`config.mk`:
```
export PLATFORM = sky130hd
export DESIGN_NAME = branch_predictor
export DESIGN_NICKNAME = d
export VERILOG_FILES = /design/src/rtl/branch_predictor.sv
export SDC_FILE = /design/constraint.sdc
export NUM_CORES = 2
export LEC_CHECK = 0
export CAP_MARGIN = 25
export CORE_ASPECT_RATIO = 2
export CORE_MARGIN = 2
export CORE_UTILIZATION = 35
export CTS_CLUSTER_DIAMETER = 60
export DETAILED_ROUTE_END_ITERATION = 8
export REMOVE_ABC_BUFFERS = 1
export SLEW_MARGIN = 25
export SYNTH_ARGS = -nofsm -noshare
export SYNTH_HDL_FRONTEND = slang
export SYNTH_SLANG_ARGS = --single-unit
export TNS_END_PERCENT = 1
```
`constraint.sdc`:
```
create_clock -name clk -period 8.7 [get_ports clk]
set_input_delay 1.305 -clock clk [delete_from_list [all_inputs] [get_ports clk]]
set_output_delay 1.305 -clock clk [all_outputs]
set_load 0.01 [all_outputs]
```
`src/rtl/branch_predictor.sv`:
```
// rtl/branch_predictor.sv - direct-mapped branch predictor with 2-bit counters and target buffer
module branch_predictor #(
    parameter int ENTRIES    = 16,
    parameter int INDEX_BITS = 4
) (
    input  logic        clk,
    input  logic        reset,
    input  logic [31:0] pc,
    input  logic        update,
    input  logic [31:0] update_pc,
    input  logic        branch_taken,
    input  logic [31:0] branch_target,
    output logic        branch_estimation,
    output logic [31:0] predicted_pc
);

    localparam int TAG_BITS = 32 - INDEX_BITS - 2;

    logic [1:0]          counter [ENTRIES];
    logic                valid   [ENTRIES];
    logic [TAG_BITS-1:0] tag     [ENTRIES];
    logic [31:0]         target  [ENTRIES];

    logic [INDEX_BITS-1:0] lookup_idx;
    logic [INDEX_BITS-1:0] update_idx;
    logic [TAG_BITS-1:0]   lookup_tag;
    logic [TAG_BITS-1:0]   update_tag;
    logic                  update_hit;
    logic                  unused_low_bits;

    assign lookup_idx = pc[INDEX_BITS+1:2];
    assign update_idx = update_pc[INDEX_BITS+1:2];
    assign lookup_tag = pc[31:INDEX_BITS+2];
    assign update_tag = update_pc[31:INDEX_BITS+2];
    assign unused_low_bits = ^{pc[1:0], update_pc[1:0]};

    // Lookup reads registered state only, so a same-cycle update is seen next cycle.
    assign branch_estimation = valid[lookup_idx] && (tag[lookup_idx] == lookup_tag)
                               && counter[lookup_idx][1];
    assign predicted_pc      = branch_estimation ? target[lookup_idx] : pc + 32'd4;

    assign update_hit = valid[update_idx] && (tag[update_idx] == update_tag);

    always_ff @(posedge clk) begin
        if (reset) begin
            for (int i = 0; i < ENTRIES; i++) begin
                counter[i] <= 2'b01;
                valid[i]   <= 1'b0;
                tag[i]     <= '0;
                target[i]  <= '0;
            end
        end else if (update) begin
            if (update_hit) begin
                if (branch_taken) begin
                    if (counter[update_idx] != 2'b11)
                        counter[update_idx] <= counter[update_idx] + 2'b01;
                    target[update_idx] <= branch_target;
                end else if (counter[update_idx] != 2'b00) begin
                    counter[update_idx] <= counter[update_idx] - 2'b01;
                end
            end else if (branch_taken) begin
                // Only taken branches allocate; the previous occupant is evicted.
                valid[update_idx]   <= 1'b1;
                tag[update_idx]     <= update_tag;
                target[update_idx]  <= branch_target;
                counter[update_idx] <= 2'b10;
            end
        end
    end

endmodule

```
==> qor.txt <==
status -> finished, final reports clean
sequential power share -> 52.0%
cts hold-fix bufs -> 0
Worst slew margin -> 30.04%
routability cong. -> 0.9355
number of global-route vias before repair -> 31250
final max-slew violation count -> 0
register bit total from synthesis -> 976
min Tclk post-route -> 7.173 ns
num rows -> 195
TritonCTS Buffers -> 83
cell area after synthesis -> 0.04950 mm²
Gate power share -> 11.6%
Die Width -> 269.9 µm
Die Footprint -> 0.1446 mm²
GRT Residual Overflow -> 0
Overall Global Routing Usage -> 23.58%
Die H -> 535.9 µm
Worst Tran Pin Value -> 1.046 ns
TritonCTS clock tree -> built
DRC -> 0
Req. time, crit path -> 7.39 ns
Critical Path Start Type -> input pin
initial antenna violation count -> 16
Setup crit end kind -> output port
Final Non-Filler Cells -> 5194
sequential share of the synthesized area -> 58.88%
# clock sinks -> 976
Cells after DPL -> 5035
Setup CP Type -> in -> out
# Max-Cap Violations -> 0
initial core utilization -> 35.16%
Layout Nets -> 3350
Pwr per Cell Area -> 189.0 mW/mm²
CTS max path bufs -> 3
switching part of the total -> 24.93%
TritonRoute pass-1 iters -> 5
routed vias/inst -> 5.746
Area growth syn-to-layout -> 13.12%
number of flops mapped to enable cells by yosys -> 960
post-CTS setup repair buffer count -> 0
root buf cell -> clkbuf_16
Power Internal -> 7.947 mW
Synth warnings -> 0
Post-Route Utilization -> 39.78%
r2r setup slk -> 3.64 ns
Worst-path clk slew -> 0.07 ns
Hold Vio Cnt, Final -> 0
Setup-failing EPs final -> 0
H-tree depth -> 3
vias -> 29850
num ports -> 133
Final period util -> 82.45%
hold_ws -> 0.4854 ns
worst vdd ir -> 0.1711 mV
worst min-delay path category -> reg -> reg
sw power -> 2.639 mW
largest net degree at the start of global routing -> 99
post-synthesis async set-or-reset flop share -> 0%
detailed-route wire length per cell -> 32.96 µm
Routed Antenna Nets -> 0
critical path arrival -> 5.87 ns
syn avg cell area -> 15.38 µm²
Skew-Pair Late Insertion Delay -> 0.71 ns
Post-Route Setup TNS -> 0 ns
Resized cells post-CTS -> 0
RSZ-0062 raised after global routing -> false
Worst Path Max Fanout -> 53
global-route wire length before repair -> 238100 µm
Worst Skew -> 0.02667 ns
Clock power frac -> 36.4%
I/O Buffers -> 130
Routed Wire Length -> 171200 µm
share of cells above drive strength 1 -> 22.24%
hpwl dp -> 107300 µm
ys flop type -> edfxtp_1
library cells used by synthesis -> 66
Mapped Cells -> 3218
Pwr Total -> 10.59 mW
Detailed Route Iter0 Violations -> 2852
Max Fclk -> 139.4 MHz
Core ar. -> 0.1408 mm²
Pleak -> 18.84 nW
## registers in the layout, summed over array words and instances, names as in the netlist
name	flops
tag	416
target	512
valid	16
counter	32
## worst paths after layout
kind | startpoint | endpoint | cells past startpoint
worst max-delay path | pc[2] | predicted_pc[25] | 11
worst min-delay path | valid[13] | valid[13] | 1
worst max register to register | tag[7][3] | tag[1][4] | 11
worst min register to register | valid[13] | valid[13] | 1
## logic make-up (layout without fill, tap and decap cells)
group                    Yosys count  after routing  share of synthesized area, %
AND/OR/NAND/NOR                 1154           1154                         14.00
other                              0              5                             0
adder cells (fa/ha/maj)            1              1                       0.02527
multiplexers                     504            504                         20.33
AO/OA/AOI/OAI                    185            185                         2.629
buffers and inverters            315            415                         2.672
XOR/XNOR                          83             83                         1.468
flip-flops                       976            976                         58.88
## Yosys cell counts (all sizes together), types with 5 or more instances
master	n	area, µm²
a221oi	6	52.55
dfxtp	16	320.3
a21oi	23	115.1
xnor2	59	516.8
xor2	24	210.2
edfxtp	960	28830
mux2i	66	660.6
nor2	65	244.0
and2	930	5818
nor3	7	35.03
and4	5	43.79
nor4	6	58.80
nand4	18	125.1
nand2b	6	37.54
a21o	18	135.1
a41o	16	160.2
o21ai	49	245.2
mux4	397	8941
clkbuf	207	777.0
a21boi	17	127.6
nand3	29	145.1
nand2	54	202.7
inv	19	71.31
mux2	41	461.7
or2	22	137.6
o22ai	7	43.79
a22oi	7	52.55
buf	88	470.5
## stage by stage
stage	setup slack, ns	area [µm²]
6_report	1.527	56000
5_1_grt	1.316	55990
4_1_cts	1.515	55970
3_5_place_dp	1.525	53270
3_3_place_gp	1.535	53270
2_1_floorplan	2.326	48260
## worst max-delay path: stages
cell,delay [ns]
buf_8,0.44
buf_4,0.35
mux4_2,0.54
mux4_2,0.54
xnor2_1,0.16
nand4_1,0.13
or4_4,0.60
nor4_4,0.28
buf_4,0.48
mux2_1,0.39
clkdlybuf4s50_1,0.50
## power by group through the flow
stage | Sequential (mW) | Combinational (mW) | Clock [mW]
3_5_place_dp | 5.60 | 1.23 | 0
2_1_floorplan | 5.57 | 0.595 | 0
4_1_cts | 5.50 | 1.23 | 3.90
5_1_grt | 5.52 | 1.27 | 4.06
6_report | 5.50 | 1.23 | 3.85
3_3_place_gp | 5.59 | 1.22 | 0
## per-layer routing
layer  share of wire, %  vias up  GRT usage [%]
li1                   -    12220              -
met1                 33    15660          24.42
met2                 53     1434          43.44
met3                5.9      517          3.357
met4                8.1       10          16.78
met5              0.040        -              0
## placed cells by master (no fill, tap or decap), types with 16 or more instances in the layout
| cell | instances |
|---|---|
| a21boi_4 | 16 |
| a21o_1 | 18 |
| a21oi_1 | 23 |
| a41o_1 | 16 |
| and2_1 | 929 |
| buf_4 | 111 |
| clkbuf_1 | 17 |
| clkbuf_16 | 84 |
| clkdlybuf4s50_1 | 123 |
| dfxtp_1 | 16 |
| edfxtp_1 | 960 |
| inv_1 | 18 |
| mux2_1 | 28 |
| mux2i_1 | 66 |
| mux4_2 | 397 |
| nand2_1 | 54 |
| nand3_1 | 28 |
| nand4_1 | 16 |
| nor2_1 | 49 |
| nor2_4 | 16 |
| o21ai_0 | 33 |
| o21ai_4 | 16 |
| or2_2 | 22 |
| xnor2_1 | 58 |
| xor2_1 | 24 |
## cell type report
class	count	area, µm²
clock buffer	101	2166
inverter	20	75.07
sequential	976	29150
multi-input combinational	1927	19550
antenna	5	12.51
timing repair buffer	241	2171
fill	13000	84780
tap	1871	2341
clock inverter	53	534.3
Note: power is estimated with default switching activity, not from simulation.
